File: src/rtl/branch_history_predictor_pkg.sv
// Shared types for the branch history predictor: the resolution-pulse struct,
// the table-init FSM states and the 2-bit counter encoding.
package branch_history_predictor_pkg;

  typedef struct packed {
    logic        en;
    logic [31:0] pc;
    logic        actual_taken;
  } bp_update_t;

  typedef enum logic {
    INIT  = 1'b0,
    READY = 1'b1
  } bhp_state_e;

  localparam logic [1:0] CTR_SNT = 2'b00;
  localparam logic [1:0] CTR_WNT = 2'b01;
  localparam logic [1:0] CTR_WT  = 2'b10;
  localparam logic [1:0] CTR_ST  = 2'b11;

endpackage

File: src/rtl/branch_history_predictor_sat_counter2.sv
// Next-state function of a 2-bit saturating direction counter.
module sat_counter2
  import branch_history_predictor_pkg::*;
(
  input  logic [1:0] ctr_i,
  input  logic       taken_i,
  output logic [1:0] ctr_o
);

  always_comb begin
    ctr_o = ctr_i;
    if (taken_i) begin
      if (ctr_i != CTR_ST) ctr_o = ctr_i + 2'd1;
    end else begin
      if (ctr_i != CTR_SNT) ctr_o = ctr_i - 2'd1;
    end
  end

endmodule

File: src/rtl/branch_history_predictor.sv
// Bimodal branch predictor: a table of 2-bit counters indexed by PC, swept to
// INIT_CTR after reset or flush, with update bypass into same-cycle lookups.
module branch_history_predictor
  import branch_history_predictor_pkg::*;
#(
  parameter int         NUM_ENTRIES = 64,
  parameter logic [1:0] INIT_CTR    = 2'b01
) (
  input  logic        clk,
  input  logic        rst_n,
  input  bp_update_t  bp_update,
  input  logic        flush_req,
  input  logic        lookup_valid,
  input  logic [31:0] lookup_pc,
  output logic        lookup_ready,
  output logic        pred_valid,
  output logic        pred_taken,
  output logic [31:0] stat_updates,
  output logic [31:0] stat_disagree
);

  localparam int IDX_W = $clog2(NUM_ENTRIES);

  bhp_state_e        state_q;
  logic [IDX_W-1:0]  init_idx_q;
  logic              lookup_ready_q;
  logic              pred_valid_q;
  logic              pred_taken_q;
  logic [31:0]       stat_updates_q;
  logic [31:0]       stat_disagree_q;
  logic [1:0]        table_q [NUM_ENTRIES];

  logic [IDX_W-1:0]  upd_idx;
  logic [IDX_W-1:0]  lk_idx;
  logic [1:0]        upd_old;
  logic [1:0]        upd_new;
  logic              upd_apply;
  logic              lk_dir_d;

  assign upd_idx   = bp_update.pc[IDX_W+1:2];
  assign lk_idx    = lookup_pc[IDX_W+1:2];
  assign upd_old   = table_q[upd_idx];
  // A flush in the same cycle drops the update entirely.
  assign upd_apply = (state_q == READY) && bp_update.en && !flush_req;

  sat_counter2 u_sat_counter2 (
    .ctr_i   (upd_old),
    .taken_i (bp_update.actual_taken),
    .ctr_o   (upd_new)
  );

  always_comb begin
    lk_dir_d = table_q[lk_idx][1];
    if (upd_apply && (upd_idx == lk_idx)) lk_dir_d = upd_new[1];
  end

  // Table storage carries no reset; the INIT sweep defines its contents.
  always_ff @(posedge clk) begin
    if (state_q == INIT) begin
      table_q[init_idx_q] <= INIT_CTR;
    end else if (upd_apply) begin
      table_q[upd_idx] <= upd_new;
    end
  end

  always_ff @(posedge clk or negedge rst_n) begin
    if (!rst_n) begin
      state_q         <= INIT;
      init_idx_q      <= '0;
      lookup_ready_q  <= 1'b0;
      pred_valid_q    <= 1'b0;
      pred_taken_q    <= 1'b0;
      stat_updates_q  <= '0;
      stat_disagree_q <= '0;
    end else begin
      case (state_q)
        INIT: begin
          pred_valid_q <= 1'b0;
          if (flush_req) begin
            init_idx_q <= '0;
          end else if (init_idx_q == IDX_W'(NUM_ENTRIES - 1)) begin
            init_idx_q     <= '0;
            state_q        <= READY;
            lookup_ready_q <= 1'b1;
          end else begin
            init_idx_q <= init_idx_q + IDX_W'(1);
          end
        end
        READY: begin
          if (flush_req) begin
            state_q        <= INIT;
            lookup_ready_q <= 1'b0;
            init_idx_q     <= '0;
          end
          if (upd_apply) begin
            stat_updates_q <= stat_updates_q + 32'd1;
            if (upd_old[1] != bp_update.actual_taken)
              stat_disagree_q <= stat_disagree_q + 32'd1;
          end
          pred_valid_q <= lookup_valid;
          if (lookup_valid) pred_taken_q <= lk_dir_d;
        end
        default: state_q <= INIT;
      endcase
    end
  end

  assign lookup_ready  = lookup_ready_q;
  assign pred_valid    = pred_valid_q;
  assign pred_taken    = pred_taken_q;
  assign stat_updates  = stat_updates_q;
  assign stat_disagree = stat_disagree_q;

  logic unused_pc_bits;
  assign unused_pc_bits = ^{lookup_pc[31:IDX_W+2], lookup_pc[1:0],
                            bp_update.pc[31:IDX_W+2], bp_update.pc[1:0]};

endmodule

File: config.mk
export PLATFORM = sky130hd
export DESIGN_NAME = branch_history_predictor
export DESIGN_NICKNAME = d
export VERILOG_FILES = /design/src/rtl/branch_history_predictor_pkg.sv /design/src/rtl/branch_history_predictor_sat_counter2.sv /design/src/rtl/branch_history_predictor.sv
export SDC_FILE = /design/constraint.sdc
export NUM_CORES = 1
export LEC_CHECK = 0
export BUFFER_PORTS_ARGS = -buffer_cell sky130_fd_sc_hd__buf_4
export CAP_MARGIN = 30
export CORE_AREA = 2 2 284 146
export DETAILED_ROUTE_END_ITERATION = 8
export DIE_AREA = 0 0 286 148
export PLACE_DENSITY = 0.39
export REMOVE_ABC_BUFFERS = 1
export SETUP_SLACK_MARGIN = 0.15
export SLEW_MARGIN = 40
export SYNTH_ARGS = -nofsm -noshare
export SYNTH_HDL_FRONTEND = slang
export SYNTH_SLANG_ARGS = --single-unit
File: constraint.sdc
create_clock -name clk -period 16.2 [get_ports clk]
set_clock_uncertainty 0.2 [all_clocks]
set_input_delay 3.24 -clock clk [delete_from_list [all_inputs] [get_ports clk]]
set_output_delay 3.24 -clock clk [all_outputs]
set_load 0.05 [all_outputs]
==> flow_metrics.env <==
export IMPL_status="finished clean"
export IMPL_grt_pass1_vias=5882
export IMPL_p_leak_nw=4.41
export IMPL_io_buffers=84
export IMPL_drt_wirelength_per_cell_um=20.8
export IMPL_nets=848
export IMPL_clock_path_buffers=3
export IMPL_syn_area_um2=9440
export IMPL_path_clk_slew_ns=0.06
export IMPL_finalCritPeriodShare_pct=39.7
export IMPL_total_power_mw=1.08
export IMPL_h_tree_depth=1
export IMPL_row_count=52
export IMPL_rsz0062_at_grt="false"
export IMPL_vias=6045
export IMPL_via_per_inst=4.55
export IMPL_crit_path_start_kind="primary input"
export IMPL_clk_latency_ns=0.51
export IMPL_ys_async_sr_fraction_pct=36.6
export IMPL_pin_count=137
export IMPL_ys_seq_area_share_pct=60.4
export IMPL_drtAntennaViolNets=0
export IMPL_setup_tns_final_ns=0
export IMPL_cts_hold_buf=0
export IMPL_synth_distinct_cells=56
export IMPL_path_class="primary input to flop"
export IMPL_cts_sinks=202
export IMPL_grt_util_all_layers_pct=13.1
export IMPL_cap_violations=0
export IMPL_diodes=0
export IMPL_finalMaxSlewViolations=0
export IMPL_drc=0
export IMPL_avgSynthCellArea_um2=13.6
export IMPL_dominantRegCellSynth="edfxtp_1"
export IMPL_hold_slack_ns=0.270
export IMPL_drt_iter0_drc=535
export IMPL_path_cells="buf_6 -> mux4_1 -> mux2i_1 -> o22ai_1 -> or4_1 -> o21a_2 -> xnor2_4 -> nor2_1 -> mux2_4"
export IMPL_yosys_area_top_type_share_pct=40.7
export IMPL_die_h_um=148
export IMPL_postCtsSetupRepairBufs=0
export IMPL_synth_edf_count=128
export IMPL_die_width_um=286
export IMPL_irDropWorstVdd_uv=52.8
export IMPL_cp_max_fo=40
export IMPL_drt_wl_total_um=27600
export IMPL_worst_pin_slew_ns=0.700
export IMPL_dp_hpwl_um=19100
export IMPL_dp_cells=1293
export IMPL_cts_buffers=20
export IMPL_crit_slowest_cell="mux4_1"
export IMPL_initial_core_util_pct=23.7
export IMPL_required_ns=16.39
export IMPL_max_stage_delay_ns=0.67
export IMPL_ys_seq_elements=202
export IMPL_antenna_found_initial=0
export IMPL_max_freq_mhz=156
export IMPL_p_per_area_nw_per_um2=95.5
export IMPL_slew_headroom_pct=53.3
export IMPL_gr_total_overflow=0
export IMPL_yosysMostFrequentCell="edfxtp_1"
export IMPL_ctsRootBufferMaster="clkbuf_16"
export IMPL_synth_common_cells="edfxtp_1 (128), nor2_1 (93), dfrtp_1 (74)"
export IMPL_drive_gt1_share_pct=21.4
export IMPL_grt_pass1_wl_um=41000
export IMPL_final_cell_count_no_fill=1329
export IMPL_hold_viol_final=0
export IMPL_synth_largest_area_cell="edfxtp_1"
export IMPL_core_um2=39800
export IMPL_arrival_ns=6.62
export IMPL_yosysWarnings=0
export IMPL_first_pass_iters=5
export IMPL_end_kind="flop"
export IMPL_cts_resized=0
export IMPL_synthTopCellsByArea="edfxtp_1 (41%), dfrtp_1 (20%), mux4_2 (9.8%)"
export IMPL_setup_viol_count_final=0
export IMPL_synth_cells=693
export IMPL_grt_max_degree=68
export IMPL_cts_tree="yes"
export IMPL_hp_class="flop to flop"
export IMPL_period_needed_ns=6.43
export IMPL_design_die_area_um2=42300
export IMPL_place_congestion=0.748
export IMPL_syn_to_final_growth_pct=19.8
## placed cells by master (no fill, tap or decap), types with 11 or more instances in the layout
cell,synthesis,routed
buf_4,2,87
nand4_1,14,14
mux2i_1,12,12
nor2_1,93,92
edfxtp_1,128,128
nand2_1,65,65
mux4_2,41,41
dfrtp_1,74,74
o21ai_0,12,11
clkbuf_16,0,21
nand3_1,31,31
xnor2_1,45,45
xor2_1,26,26
## report_power, final
part	switching, mW	internal (mW)
registers	0.00277	0.546
clock network	0.202	0.263
logic	0.0428	0.0217
total	0.248	0.831
## through the flow
stage / cell area (µm²) / worst slack (ns) / utilization, %
6_report: 11300 / 9.77 / 28.4
4_1_cts: 11300 / 9.62 / 28.4
3_5_place_dp: 10700 / 9.08 / 26.8
2_1_floorplan: 9280 / 8.18 / -
5_1_grt: 11300 / 9.64 / 28.4
3_3_place_gp: 10600 / 8.75 / 26.7
## critical path: cells and delay by family
family,cells,cell delay [ns]
mux,3,1.38
simple gates,2,0.59
xor+xnor,1,0.56
buf+inv,1,0.41
compound gates,2,0.34
## sequential cells by signal, summed over array words and instances (netlist names)
name,flops
init_idx_q,6
lookup_ready,1
pred_taken,1
pred_valid,1
stat_disagree,32
stat_updates,32
state_q,1
table_q,128
## kinds of logic after synthesis
logic type	Yosys count	synth area share, %
DFF	202	60.4
AOI/OAI and AO/OA	44	3.14
muxes	64	13.7
xor gates and xnor gates	72	6.76
buffers and inverters	39	2.06
adders and majority gates	3	0.398
and+or+nand+nor	269	13.6
## routing by layer
layer / share of wire [%] / track usage, %
met1: 56 / 22.5
met2: 37 / 15.9
met3: 5.7 / 3.07
met4: 1.4 / 2.28
met5: 0 / 0
## final timing paths
check	startpoint	cells past startpoint	slack, ns	end
min in group asynchronous	rst_n	1	2.34	stat_disagree[27]
hold / removal	stat_updates[31]	1	0.27	stat_updates[31]
hold reg to reg	stat_updates[31]	1	0.27	stat_updates[31]
setup reg to reg	table_q[29][1]	8	12.73	stat_disagree[1]
setup / recovery	bp_update[3]	9	9.77	stat_disagree[1]
max in group asynchronous	rst_n	2	12.58	stat_updates[16]
## layout make-up
cell class	instances	area (µm²)
Inverter	10	37.5
Sequential cell	202	5700
Timing Repair Buffer	89	676
Multi-Input combinational cell	452	3580
Fill cell	4098	28500
Tap cell	540	676
Clock inverter	7	57.6
Clock buffer	29	576
(Power assumes the default switching activity.)
